--- src/rtl/miner_work_scheduler.sv ---
// Nonce-range work scheduler: latches a job, streams nonces to a pipelined hash core and reports
// the first golden nonce or range exhaustion. Optional preemption via MINER_SCHED_PREEMPT_EN.
module miner_work_scheduler #(
    parameter int unsigned LATENCY    = 64,
    parameter int unsigned NONCE_STEP = 1
) (
    input  logic         clk,
    input  logic         rst_n,
    input  logic         work_valid,
    output logic         work_ready,
    input  logic [255:0] work_midstate,
    input  logic [95:0]  work_data,
    input  logic [31:0]  work_nonce_lo,
    input  logic [31:0]  work_nonce_hi,
    output logic [255:0] core_midstate,
    output logic [95:0]  core_data,
    output logic [31:0]  core_nonce,
    output logic         core_issue,
    input  logic         core_hit,
    input  logic [31:0]  core_hit_nonce,
    output logic         res_valid,
    input  logic         res_ready,
    output logic [31:0]  res_nonce,
    output logic         res_found,
    output logic         busy
);

    localparam logic [7:0]  LatCnt = 8'(LATENCY);
    localparam logic [32:0] Step33 = 33'(NONCE_STEP);

    typedef enum logic [2:0] {StIdle, StRun, StDrain, StFlush, StReport} state_e;

    state_e         state_q, state_d;
    logic [255:0]   midstate_q, midstate_d;
    logic [95:0]    data_q, data_d;
    logic [31:0]    nonce_q, nonce_d;
    logic [31:0]    hi_q, hi_d;
    logic [7:0]     cnt_q, cnt_d;
    logic [31:0]    res_nonce_q, res_nonce_d;
    logic           res_found_q, res_found_d;

    logic           accept;
    logic           range_empty;
    logic           last_issue;
    logic [32:0]    nonce_next33;

`ifdef MINER_SCHED_PREEMPT_EN
    assign work_ready = (state_q == StIdle) || (state_q == StRun) || (state_q == StDrain);
`else
    assign work_ready = (state_q == StIdle);
`endif

    assign accept      = work_valid && work_ready;
    assign range_empty = work_nonce_lo > work_nonce_hi;

    // 33-bit sum so a range ending at 0xFFFFFFFF terminates instead of wrapping to 0
    assign nonce_next33 = {1'b0, nonce_q} + Step33;
    assign last_issue   = (nonce_q == hi_q) || (nonce_next33 > {1'b0, hi_q});

    always_comb begin
        state_d     = state_q;
        midstate_d  = midstate_q;
        data_d      = data_q;
        nonce_d     = nonce_q;
        hi_d        = hi_q;
        cnt_d       = cnt_q;
        res_nonce_d = res_nonce_q;
        res_found_d = res_found_q;
        core_issue  = 1'b0;
        res_valid   = 1'b0;

        unique case (state_q)
            StIdle: begin
            end
            StRun: begin
                core_issue = 1'b1;
                if (core_hit) begin
                    res_nonce_d = core_hit_nonce;
                    res_found_d = 1'b1;
                    state_d     = StReport;
                end else if (last_issue) begin
                    res_nonce_d = nonce_q;
                    res_found_d = 1'b0;
                    cnt_d       = LatCnt;
                    state_d     = StDrain;
                end else begin
                    nonce_d = nonce_next33[31:0];
                end
            end
            StDrain: begin
                cnt_d = cnt_q - 8'd1;
                if (core_hit) begin
                    res_nonce_d = core_hit_nonce;
                    res_found_d = 1'b1;
                    state_d     = StReport;
                end else if (cnt_q == 8'd1) begin
                    state_d = StReport;
                end
            end
            StFlush: begin
                // Results of the aborted job still emerge from the core here; drop them
                cnt_d = cnt_q - 8'd1;
                if (cnt_q == 8'd1) begin
                    state_d = StRun;
                end
            end
            StReport: begin
                res_valid = 1'b1;
                if (res_ready) begin
                    state_d = StIdle;
                end
            end
            default: begin
                state_d = StIdle;
            end
        endcase

        // A new job overrides whatever the current state decided this cycle
        if (accept) begin
            midstate_d = work_midstate;
            data_d     = work_data;
            nonce_d    = work_nonce_lo;
            hi_d       = work_nonce_hi;
            if (range_empty) begin
                res_nonce_d = work_nonce_lo;
                res_found_d = 1'b0;
                state_d     = StReport;
            end else if (state_q == StIdle) begin
                state_d = StRun;
            end else begin
                cnt_d   = LatCnt;
                state_d = StFlush;
            end
        end
    end

    always_ff @(posedge clk or negedge rst_n) begin
        if (!rst_n) begin
            state_q     <= StIdle;
            midstate_q  <= '0;
            data_q      <= '0;
            nonce_q     <= '0;
            hi_q        <= '0;
            cnt_q       <= '0;
            res_nonce_q <= '0;
            res_found_q <= 1'b0;
        end else begin
            state_q     <= state_d;
            midstate_q  <= midstate_d;
            data_q      <= data_d;
            nonce_q     <= nonce_d;
            hi_q        <= hi_d;
            cnt_q       <= cnt_d;
            res_nonce_q <= res_nonce_d;
            res_found_q <= res_found_d;
        end
    end

    assign core_midstate = midstate_q;
    assign core_data     = data_q;
    assign core_nonce    = nonce_q;
    assign res_nonce     = res_nonce_q;
    assign res_found     = res_found_q;
    assign busy          = (state_q != StIdle);

endmodule

--- config.mk ---
export PLATFORM = sky130hd
export DESIGN_NAME = miner_work_scheduler
export DESIGN_NICKNAME = d
export VERILOG_FILES = /design/src/rtl/miner_work_scheduler.sv
export SDC_FILE = /design/constraint.sdc
export NUM_CORES = 1
export LEC_CHECK = 0
export CAP_MARGIN = 20
export CORE_AREA = 4 4 343 345
export DETAILED_ROUTE_END_ITERATION = 8
export DIE_AREA = 0 0 347 349
export DONT_BUFFER_PORTS = 1
export PLACE_DENSITY_LB_ADDON = 0.05
export SYNTH_ARGS = -nofsm -noshare
export SYNTH_HDL_FRONTEND = slang
export SYNTH_SLANG_ARGS = --single-unit
--- constraint.sdc ---
create_clock -name clk -period 5.61 [get_ports clk]
set_clock_uncertainty 0.1 [all_clocks]
set_input_delay 1.122 -clock clk [delete_from_list [all_inputs] [get_ports clk]]
set_output_delay 1.122 -clock clk [all_outputs]
set_load 0.01 [all_outputs]
==> results of run 1 <==
## cell type report
cell class	instances	share of cell area (%)
inverters	86	1.28
clock buffers	94	7.03
flip-flops and latches	460	45.5
multi-input cells	1751	36.2
well taps	1512	7.47
repair buffers	53	1.77
diodes	3	0.0297
clock inverters	10	0.722
## path summary, 6_finish.rpt
check	cells after the start	to	slack, ns
max reg2reg	13	core_nonce[1]	0.28
min	0	res_nonce[19]	0.11
min in group clk	2	hi_q[0]	0.43
max in group asynchronous	0	res_nonce[11]	2.61
min reg2reg	2	hi_q[0]	0.43
max	13	core_nonce[1]	0.28
## state kept, by name, indices dropped and copies added, names as in the netlist
register and cells:
core_midstate 256, cnt_q 8, state_q 3, res_nonce 32
hi_q 32, res_found 1, core_nonce 32, core_data 96
## cells in the final DEF (no fill, tap or decap), types with 29 or more instances in the layout
cell type,n
o211ai_1,50
buf_4,49
clkbuf_16,61
ha_1,67
nand2_1,1128
inv_1,84
nand3_1,32
a22oi_1,32
dfrtp_1,460
o21ai_0,78
nand4_1,29
xor2_1,42
o21a_1,36
o221ai_2,31
## cell families after synthesis
logic type	count (synthesis)	share of synthesized area [%]
muxes	3	0.150
xor gates and xnor gates	63	2.55
buffers and inverters	240	4.68
and+or+nand+nor	1292	23.9
adders and majority gates	67	3.87
DFF	460	53.2
AOI/OAI and AO/OA	326	11.7
## stage by stage
stage | worst slack (ns) | hold WS [ns] | std cells | instance area (um^2) | utilization, %
floorplan | 1.03 | 0.350 | 2451 | 21600 | -
global route | 0.0486 | 0.0445 | 3969 | 25300 | 22.2
CTS | 0.143 | 0.0413 | 3966 | 25300 | 22.2
finish | 0.275 | 0.113 | 3969 | 25300 | 22.2
global placement | 0.271 | 0.413 | 3862 | 23300 | 20.4
detailed placement | 0.178 | 0.421 | 3862 | 23300 | 20.4
## critical path, delay by kind of cell, from the launching register on
| kind | cells | cell delay (ns) |
|---|---|---|
| fa+ha+maj | 1 | 0.30 |
| xor+xnor | 1 | 0.25 |
| compound gates | 6 | 1.94 |
| simple gates | 5 | 2.13 |
| flops | 1 | 0.51 |
## metal layers
layer | routed length, um | up-vias | track usage (%)
met3 | 9070 | 91 | 6.21
met1 | 38000 | 8791 | 17.9
li1 | - | 7959 | -
met5 | 0 | - | 0
met2 | 56800 | 599 | 31.4
met4 | 1590 | 0 | 3.07
## power groups by stage
stage          combinational, uW  clock, uW  sequential, uW
5_1_grt                     6320       4260            7610
3_3_place_gp                5640          0            7610
3_5_place_dp                5720          0            7530
4_1_cts                     5730       4140            7520
2_1_floorplan               3940          0            6560
6_report                    5560       3950            7420
==> impl_metrics.py, run 1 <==
metrics = {
    "cells_and_area": {
        "drive_gt1_share_pct": 8.15,
        "fill_cells": 12600,
        "seq_area_um2": 11500,
        "fin_nets": 2933,
        "multi_input_area_um2": 9170,
        "syn_to_final_growth_pct": 17.0,
    },
    "synth": {
        "synthFlopType": "dfrtp_1",
        "syn-num-nets": 2971,
        "synth_commonest_cells": "1130 x nand2_1, 460 x dfrtp_1, 124 x clkbuf_1, 85 x inv_1, 78 x o21ai_0",
        "avgSynthCellArea_um2": 8.83,
        "ys_top_cells_by_area": "dfrtp_1 53%, nand2_1 20%, ha_1 3.9%",
        "synth_top_area_share_pct": 53.2,
        "synthCells": 2451,
        "async_flop_share_pct": 100,
        "synth_edf_count": 0,
        "ys_types": 70,
        "synth.ff_latch_count": 460,
        "synth_area_um2": 21600,
        "yosysTopAreaCell": "dfrtp_1",
        "synth.most_common_cell": "nand2_1",
        "seq_area_frac_synth_pct": 53.2,
        "synth_warnings": 0,
    },
    "setup_path": {
        "required_ns": 6.08,
        "cp-startpoint": "core_nonce[15]",
        "critPathMaxStageDelay_ns": 0.79,
        "critPathKind": "reg2reg",
        "critPathLaunchType": "register",
        "cpMostUsedCell": "and3_1",
        "cp_max_fo": 14,
        "arrival_ns": 5.80,
        "cp_slowest_cell": "nor4_1",
        "end_kind": "register",
        "r2r-start": "core_nonce[15]",
        "cp_cell_sequence": "nand4_1, nor4_1, and3_1, and3_1, xor2_1, ha_1, a21o_1, a211oi_1, o2111ai_1, o211a_2, or4_4, o21ai_2, o221a_2",
    },
    "timing": {
        "worstMarginPinSlew_ns": 3.47,
        "drv_slew": 377,
        "fin_crit_ns": 5.33,
        "max_freq_mhz": 187,
        "finalSetupTns_ns": 0,
        "hold_viol_final": 0,
        "slew_headroom_pct": -131,
        "min_period_over_period_pct": 95.1,
        "rsz0062_at_grt": "no",
        "setup_violations": 0,
    },
    "cts": {
        "cts_made_buffers": 61,
        "cts_sinks": 460,
        "root_buffer": "clkbuf_16",
        "cts.clk_slew.worst_paths_ns": 0.06,
        "clk-insertion-delay-late_ns": 0.65,
        "post-cts-setup-buffers": 0,
        "clk_path_buf_depth": 3,
        "ctsResizeCount": 0,
        "cts_tree": "built",
        "h-tree-depth": 2,
        "holdBufCountCts": 0,
    },
    "run_status": {
        "failed_checks": "max-slew violations",
        "outcome": "finished with violations",
    },
    "power_and_ir_drop": {
        "p_comb_share_pct": 32.8,
        "power.share.clock_pct": 23.3,
        "internal_power_uw": 9100,
        "netSwitchingFraction_pct": 46.3,
        "p_leak_uw": 0.0121,
        "power_uw": 16900,
        "p_switching_uw": 7830,
        "vdd_drop_max_uv": 409,
        "sequentialPowerShare_pct": 43.8,
        "p_per_area_nw_per_um2": 669,
    },
    "drt": {
        "drt_iter0_drc": 1176,
        "wl_per_cell_um": 26.6,
        "viasPerCell": 4.39,
        "routed_wl_um": 105000,
        "dr.pass1.iters": 5,
        "dr_total_vias": 17400,
        "drcViolationCount": 0,
        "final_antenna_net_count": 0,
    },
    "die": {
        "core_area_um2": 114000,
        "core.rowCount": 124,
        "ios": 874,
        "die_area_um2": 121000,
        "initial_utilization_pct": 19.0,
        "die_h_um": 349,
        "die_w_um": 347,
    },
    "global_route": {
        "grt_use_total_pct": 16.7,
        "grt_pass1_wl_um": 148000,
        "grt_max_degree": 461,
        "antenna_found_initial": 5,
        "grt_overflow": 0,
        "first_global_vias": 18400,
    },
    "place": {
        "portBuffers": 0,
        "place.gp.congestion": 0.801,
        "place_hpwl_um": 77900,
    },
    "min_path": {
        "min_path_type": "in2async",
    },
    "run": {
        "timing.max_cap.violations": 0,
    },
}
Power figures use the tool's default switching activity.
==> inputs of run 2 (changes only) <==
- CORE_AREA: 4 4 343 345 -> 2 2 341 343
- DIE_AREA: 0 0 347 349 -> 0 0 343 345
==> run 2 against run 1 <==
The run still ends with max-slew violations left; core utilization grew 0.076 points; register-to-register slack better by 0.07 ns; highest routed layer is now met5; final cell count up 0.76%; largest cell class unchanged; critical path depth is 3 higher; non-clock buffer count up 2; power grew 1.6%; combinational power fell by 0.9%; global-route usage is 0.45 points higher; setup slack improved by 0.071 ns.
==> impl_metrics.py, run 2 (synthesis gave the netlist of run 1 again) <==
metrics = {
    "run_status": {
        "outcome": "finished with violations",
        "failed_checks": "max-slew violations",
    },
    "setup_path": {
        "critPathKind": "reg2reg",
        "end_kind": "register",
        "required_ns": 6.04,
        "arrival_ns": 5.70,
        "cp_max_fo": 28,
        "critPathLaunchType": "register",
    },
    "timing": {
        "min_period_over_period_pct": 93.8,
        "drv_slew": 359,
        "max_freq_mhz": 190,
        "holdWs_ns": 0.119,
        "setup_violations": 0,
        "fin_crit_ns": 5.26,
        "worstMarginPinSlew_ns": 4.14,
        "fin_ws_ns": 0.346,
        "rsz0062_at_grt": "no",
        "slew_headroom_pct": -176,
        "hold_viol_final": 0,
        "finalSetupTns_ns": 0,
    },
    "power_and_ir_drop": {
        "p_per_area_nw_per_um2": 672,
        "power_uw": 17200,
        "vdd_drop_max_uv": 283,
        "p_leak_uw": 0.0122,
    },
    "place": {
        "place.gp.congestion": 0.842,
        "pre_cts_slack_ns": 0.332,
        "place_hpwl_um": 76400,
        "portBuffers": 0,
        "place_inst": 3876,
    },
    "cts": {
        "h-tree-depth": 3,
        "clk_path_buf_depth": 3,
        "holdBufCountCts": 0,
        "cts_made_buffers": 66,
        "post-cts-setup-buffers": 0,
        "root_buffer": "clkbuf_16",
        "cts_sinks": 460,
        "cts_tree": "built",
        "ctsResizeCount": 0,
        "clk-insertion-delay-late_ns": 0.63,
        "cts.clk_slew.worst_paths_ns": 0.06,
    },
    "global_route": {
        "grt_max_degree": 461,
        "grt_overflow": 0,
        "grt_pass1_wl_um": 146000,
        "first_global_vias": 18400,
        "grt_use_total_pct": 17.1,
        "antenna_found_initial": 11,
    },
    "drt": {
        "viasPerCell": 4.38,
        "routed_wl_um": 104000,
        "wl_per_cell_um": 26.0,
        "dr_total_vias": 17500,
        "dr.pass1.iters": 5,
        "drt_iter0_drc": 1083,
        "final_antenna_net_count": 0,
        "drcViolationCount": 0,
    },
    "cells_and_area": {
        "fill_cells": 12700,
        "final_common_cell": "nand2_1",
        "fin_nets": 2940,
        "drive_gt1_share_pct": 8.96,
        "largest_reg_flops": 256,
        "syn_to_final_growth_pct": 18.3,
        "layout_common_cells": "1129 x nand2_1, 460 x dfrtp_1, 84 x inv_1",
        "fin_cells": 3999,
    },
    "die": {
        "core.rowCount": 125,
        "core_area_um2": 115000,
        "die_h_um": 345,
        "initial_utilization_pct": 18.8,
        "ios": 874,
        "die_area_um2": 118000,
        "die_w_um": 343,
    },
    "run": {
        "timing.max_cap.violations": 0,
    },
    "min_path": {
        "min_path_type": "in2async",
    },
}
[run 2: cell types whose count changed in the layout (fill, tap and decap cells not counted), moves of 2 or more]
| cell | delta |
|---|---|
| inv_6 | +3 |
| inv_16 | -2 |
| buf_12 | +2 |
| clkinv_8 | +3 |
| clkbuf_8 | +8 |
| bufinv_16 | -2 |
| clkbuf_1 | -8 |
| clkinv_2 | +4 |
| diode_2 | +5 |
| clkbuf_16 | +5 |
[run 2: power by group]
part / switching [uW] / internal (uW)
registers: 2510 / 4920
clock network: 1720 / 2540
logic: 3650 / 1850
[run 2: path summary, 6_finish.rpt]
| check | from | endpoint | slack [ns] | cells after the start |
|---|---|---|---|---|
| setup / recovery | core_nonce[1] | core_nonce[4] | 0.35 | 16 |
| hold / removal | rst_n | core_midstate[1] | 0.12 | 0 |
| setup reg to reg | core_nonce[1] | core_nonce[4] | 0.35 | 16 |
| hold reg to reg | hi_q[0] | hi_q[0] | 0.40 | 2 |
| max in group asynchronous | rst_n | hi_q[25] | 2.07 | 0 |
| min in group clk | hi_q[0] | hi_q[0] | 0.40 | 2 |
[run 2: per-stage QoR]
stage / instance area, um^2 / util, %
final: 25600 / 22.2
after global routing: 25600 / 22.2
after CTS: 25600 / 22.2
after detailed placement: 23400 / 20.3
after global placement: 23400 / 20.3
after floorplan: 21600 / -
[run 2: layout make-up]
type | instances | area (um^2) | share of cell area [%]
diodes | 8 | 20.0 | 0.0782
inverters | 86 | 323 | 1.26
multi-input cells | 1751 | 9170 | 35.8
flip-flops and latches | 460 | 11500 | 45.0
repair buffers | 55 | 508 | 1.98
well taps | 1524 | 1910 | 7.45
clock buffers | 99 | 1990 | 7.76
clock inverters | 16 | 178 | 0.694
[run 2: layer usage]
metal	vias up	global-route usage (%)	part of all wire, %
li1	7991	-	-
met1	8797	18.6	37
met2	612	31.0	53
met3	124	6.21	8.9
met4	2	4.66	1.9
met5	-	0	0.011
[run 2: critical path, stage by stage, from the launching register on]
cell and delay [ns]:
dfrtp_1 0.42, ha_1 0.28, nand3_1 0.26, or4_1 0.69, nor2_1 0.22, nand2_1 0.16, nor2_1 0.18, xor2_1 0.09
ha_1 0.32, nand4_1 0.24, or4_1 0.50, a2111o_1 0.41, o22ai_2 0.27, or4_4 0.36, buf_12 0.26, o32ai_1 0.12
a311oi_1 0.25
